**config.mk**
```make
export PLATFORM = sky130hd
export DESIGN_NAME = iter_shifter
export DESIGN_NICKNAME = d
export VERILOG_FILES = /design/src/rtl/shifter_pkg.sv /design/src/rtl/iter_shifter_shift_step.sv /design/src/rtl/iter_shifter.sv
export SDC_FILE = /design/constraint.sdc
export NUM_CORES = 1
export LEC_CHECK = 0
export ABC_AREA = 1
export CORE_AREA = 3 3 48 50
export CTS_BUF_LIST = sky130_fd_sc_hd__clkbuf_2
export DETAILED_ROUTE_END_ITERATION = 16
export DIE_AREA = 0 0 51 53
export PLACE_DENSITY = 0.8
export RECOVER_POWER = 100
export SLEW_MARGIN = 10
export SYNTH_ARGS = -nofsm -noshare
export SYNTH_HDL_FRONTEND = slang
export SYNTH_SLANG_ARGS = --single-unit
```
**constraint.sdc**
```tcl
create_clock -name clk -period 1.8 [get_ports clk]
set_clock_uncertainty 0.15 [all_clocks]
set_input_delay 0.54 -clock clk [delete_from_list [all_inputs] [get_ports clk]]
set_output_delay 0.54 -clock clk [all_outputs]
set_load 0.05 [all_outputs]
```
**src/rtl/shifter_pkg.sv**
```systemverilog
// Shared types and encodings for the iterative shifter (SHIFTER_ROTATE_EN enables rotation in iter_shifter).
package shifter_pkg;

    typedef enum logic [1:0] {
        IDLE  = 2'd0,
        SHIFT = 2'd1,
        DONE  = 2'd2
    } state_t;

    localparam logic SH_LEFT  = 1'b1;
    localparam logic SH_RIGHT = 1'b0;
    localparam logic SH_ARITH = 1'b1;
    localparam logic SH_LOGIC = 1'b0;

endpackage

```
**src/rtl/iter_shifter_shift_step.sv**
```systemverilog
// Combinational single-position shift/rotate stage used once per clock by iter_shifter.
module shift_step
    import shifter_pkg::*;
#(
    parameter int WIDTH = 8
) (
    input  logic [WIDTH-1:0] d,
    input  logic             lr,
    input  logic             al,
    input  logic             rot,
    output logic [WIDTH-1:0] q
);

    always_comb begin
        q = d;
        if (lr == SH_LEFT) begin
            q = {d[WIDTH-2:0], rot ? d[WIDTH-1] : 1'b0};
        end else if (rot) begin
            q = {d[0], d[WIDTH-1:1]};
        end else if (al == SH_ARITH) begin
            q = {d[WIDTH-1], d[WIDTH-1:1]};
        end else begin
            q = {1'b0, d[WIDTH-1:1]};
        end
    end

endmodule

```
**src/rtl/iter_shifter.sv**
```systemverilog
// Multi-cycle shifter: one bit position per clock, valid/ready on both sides.
// Define SHIFTER_ROTATE_EN to add the rot input and rotate operations.
//
//  state | meaning
//  IDLE  | waiting for an operand, in_ready high
//  SHIFT | shifting dout one position per cycle, count = positions left
//  DONE  | result presented on dout with out_valid until out_ready
module iter_shifter
    import shifter_pkg::*;
#(
    parameter  int WIDTH = 8,
    localparam int SHW   = $clog2(WIDTH)
) (
    input  logic             clk,
    input  logic             rst_n,
    input  logic             in_valid,
    output logic             in_ready,
    input  logic [WIDTH-1:0] din,
    input  logic [SHW-1:0]   shamt,
    input  logic             LR,
    input  logic             AL,
`ifdef SHIFTER_ROTATE_EN
    input  logic             rot,
`endif
    output logic             out_valid,
    input  logic             out_ready,
    output logic [WIDTH-1:0] dout,
    output logic             busy
);

    state_t           state, state_nxt;
    logic [SHW-1:0]   count;
    logic             lr_q, al_q, rot_q;
    logic [WIDTH-1:0] stepped;

    always_ff @(posedge clk or negedge rst_n) begin
        if (!rst_n) state <= IDLE;
        else        state <= state_nxt;
    end

    always_comb begin
        state_nxt = state;
        case (state)
            IDLE:    if (in_valid) state_nxt = (shamt == '0) ? DONE : SHIFT;
            SHIFT:   if (count == SHW'(1)) state_nxt = DONE;
            DONE:    if (out_ready) state_nxt = IDLE;
            default: state_nxt = IDLE;
        endcase
    end

    always_ff @(posedge clk or negedge rst_n) begin
        if (!rst_n) begin
            dout  <= '0;
            count <= '0;
            lr_q  <= SH_RIGHT;
            al_q  <= SH_LOGIC;
        end else begin
            case (state)
                IDLE: if (in_valid) begin
                    dout  <= din;
                    count <= shamt;
                    lr_q  <= LR;
                    al_q  <= AL;
                end
                SHIFT: begin
                    dout  <= stepped;
                    count <= count - SHW'(1);
                end
                default: ;
            endcase
        end
    end

`ifdef SHIFTER_ROTATE_EN
    always_ff @(posedge clk or negedge rst_n) begin
        if (!rst_n)                         rot_q <= 1'b0;
        else if (state == IDLE && in_valid) rot_q <= rot;
    end
`else
    assign rot_q = 1'b0;
`endif

    shift_step #(.WIDTH(WIDTH)) u_step (
        .d   (dout),
        .lr  (lr_q),
        .al  (al_q),
        .rot (rot_q),
        .q   (stepped)
    );

    assign in_ready  = (state == IDLE);
    assign busy      = (state != IDLE);
    assign out_valid = (state == DONE);

endmodule
```
==> summary.txt <==
Status
  • Status: finished with violations
  • Failing checks: negative setup slack

Final layout
  • # nets final: 182
  • Register area: 376.6 sq um
  • Area Growth Syn to Fin: 37.62%
  • Fillers: 164
  • Area of the multi-input gates: 419.2 sq um
  • N_diodes: 0
  • Commonest cells after routing, fill and taps aside: nand2_1 (31), inv_1 (21), nor2_1 (18)
  • Share of cells above drive strength 1: 0.1728
  • Commonest non-fill, non-tap cell in the layout: nand2_1

Logic synthesis
  • Syn_area_per_cell: 7.338 sq um
  • Post-synth cell types: 19
  • Synth area leaders: dfrtp_1 (41%), nand2_1 (13%), inv_1 (8.9%)
  • Total number of yosys warnings: 0
  • Flop and latch count out of synthesis: 15
  • Post-Syn Nets: 145
  • Mapped Area: 924.6 sq um
  • Seq/Total Area, Yosys: 0.4060
  • Synth top area share: 0.4060
  • Syn Inst Count: 126
  • Synth area leader: dfrtp_1

Worst setup path
  • Worst setup path class: flip-flop to primary output
  • Slowest cell on the critical path: dfrtp_2
  • Crit path largest cell delay: 0.48 ns
  • Critical path cell sequence: nor2_4 -> inv_2 -> buf_12
  • Buffers & Inverters on Critical Path: 2
  • Crit path launch type: flip-flop
  • Worst EP required: 1.11 ns
  • R2R depth: 5
  • Critical Path Stages: 3
  • Kind of cell adding the most delay to the critical path: flip-flops
  • Worst-path maximum fanout: 4
  • Arrival time at the worst endpoint: 1.20 ns
  • Worst setup EP type: primary output

STA
  • Least-Margin Pin Slew: 0.8060 ns
  • Fmax: 0.5303 GHz
  • Normalized max-slew margin: 0.4627
  • Final Hold Violating Endpoints: 0
  • Final slew viol count: 0
  • Post-route setup slack: -0.08577 ns
  • RSZ-0062 raised after global routing: true
  • Final Cycle Share: 1.048
  • Crit path time final: 1.886 ns
  • Hold slack: 0.3531 ns
  • Setup violations, final: 4

Clock tree
  • Worst skew pair latency: 0.30 ns
  • CTS tree: yes
  • Max Root-Sink Buffers: 2
  • CTS Sinks: 15
  • CTS root buf: clkbuf_2
  • H-tree lvl count: 1
  • Clock slew at reported path FFs: 0.16 ns
  • CTS Hold Bufs: 0
  • CTS buffer count: 3

Power and ir drop
  • Clock share of power: 0.069
  • Comb power frac: 0.667
  • Pwr/cell area: 2027 nW/um^2
  • Psw: 1.371 mW
  • Switching share of power: 0.5315
  • Internal power: 1.208 mW
  • Total design power: 2.579 mW
  • Leak Pwr: 0.6628 nW
  • Max VDD drop: 0.001307 V
  • Sequential share of power: 0.263

Placement
  • # port buffers: 27
  • Final Wtd Congestion: 0.7647
  • Post-DP HPWL: 1740 microns

Die
  • Site Rows: 16
  • Io pins: 28
  • Core ar.: 1942 sq um
  • Die area: 2703 sq um
  • Die X: 51 microns
  • Starting Density: 0.4762
  • Die Span Y: 53 microns

Worst hold path
  • Worst Hold Class: flip-flop to flip-flop
  • Hold-critical path depth: 2

Global routing
  • Vias in the first global route: 912
  • Overflow after GRT: 0
  • Total track usage: 0.1927
  • Antenna violations before repair: 0
  • First-pass GRT wire length: 3822 microns
  • Largest net degree at the start of global routing: 16

Routing
  • TritonRoute pass-1 iters: 4
  • Drt wl/cell: 12.47 microns
  • DR DRC count: 0
  • DR iter-0 viols: 23
  • Vias: 941
  • Final wirelength: 2356 microns
  • Vias per cell: 4.979
  • Final antenna-violating net count: 0

Flow run
  • Max cap viols: 0
metrics by stage:
stage,setup WS [ns],TNS (ns),utilization,area [sq um],cells
floorplan,0.001754,0,-,929.6,126
global placement,0.01821,0,0.7004,1360,181
detailed placement,-0.02338,-0.1239,0.7004,1360,181
CTS,-0.08592,-0.1286,0.7152,1389,186
global route,-0.1479,-0.7422,0.6553,1272,189
finish,-0.08577,-0.1686,0.6553,1272,189
logic make-up after synthesis:
family	Yosys count	synth area share
buffers and inverters	28	0.1340
XOR/XNOR	1	0.009474
AND/OR/NAND/NOR	58	0.2557
AO/OA/AOI/OAI	22	0.1678
adder cells (fa/ha/maj)	2	0.02706
flip-flops	15	0.4060
synth_stat cells (all sizes together):
master  instances
a21boi          6
dfrtp          15
o22ai           1
buf             3
a21oi           2
nand2          31
xnor2           1
ha              2
o21ai           6
clkbuf          1
inv            24
o211ai          7
nor2           20
nand3           7
final cells by class:
| type | count | area share |
|---|---|---|
| multi-input combinational | 83 | 0.3294 |
| tap | 27 | 0.02655 |
| sequential | 15 | 0.2960 |
| clock buffer | 4 | 0.01573 |
| inverter | 24 | 0.07080 |
| timing repair buffer | 36 | 0.2616 |
state kept, by name (all words and copies together), names as in the netlist:
register  flops
al_q          1
count         3
dout          8
lr_q          1
state         2
what timing repair did:
item / in CTS / in global routing
buffers inserted: 1 / 3
hold endpoints to repair: 0 / 0
pin swaps: 1 / 1
endpoints found under the setup margin: 3 / 3
gates resized for setup: 3 / 0
final timing paths:
check	end	startpoint	slack, ns
worst max-delay path	busy	state[1]	-0.09
min in group asynchronous	dout[3]	rst_n	0.66
worst min register to register	al_q	al_q	0.35
worst max register to register	count[1]	state[0]	0.14
worst min-delay path	al_q	al_q	0.35
max in group asynchronous	state[1]	rst_n	0.29
worst register-to-register path, delay by kind of cell, from the launching register on:
family / cells / cell delay (ns)
compound gates: 2 / 0.46
buf+inv: 2 / 0.38
simple gates: 1 / 0.12
flops: 1 / 0.45
power groups by stage:
stage | combinational (mW) | clock, mW | sequential (mW)
final | 1.72 | 0.179 | 0.679
after global routing | 1.87 | 0.190 | 0.707
after CTS | 1.98 | 0.178 | 0.733
after detailed placement | 1.95 | 0 | 0.736
after global placement | 1.89 | 0 | 0.729
after floorplan | 0.900 | 0 | 0.949
metal layers:
| metal | wire, microns | GRT usage | part of all wire | up-vias |
|---|---|---|---|---|
| li1 | - | - | - | 465 |
| met1 | 945 | 0.2021 | 0.40 | 434 |
| met2 | 1216 | 0.3627 | 0.52 | 32 |
| met3 | 126 | 0.03662 | 0.053 | 10 |
| met4 | 68 | 0.09865 | 0.029 | 0 |
| met5 | 0 | 0 | 0 | - |
Note: power is estimated with default switching activity, not from simulation.
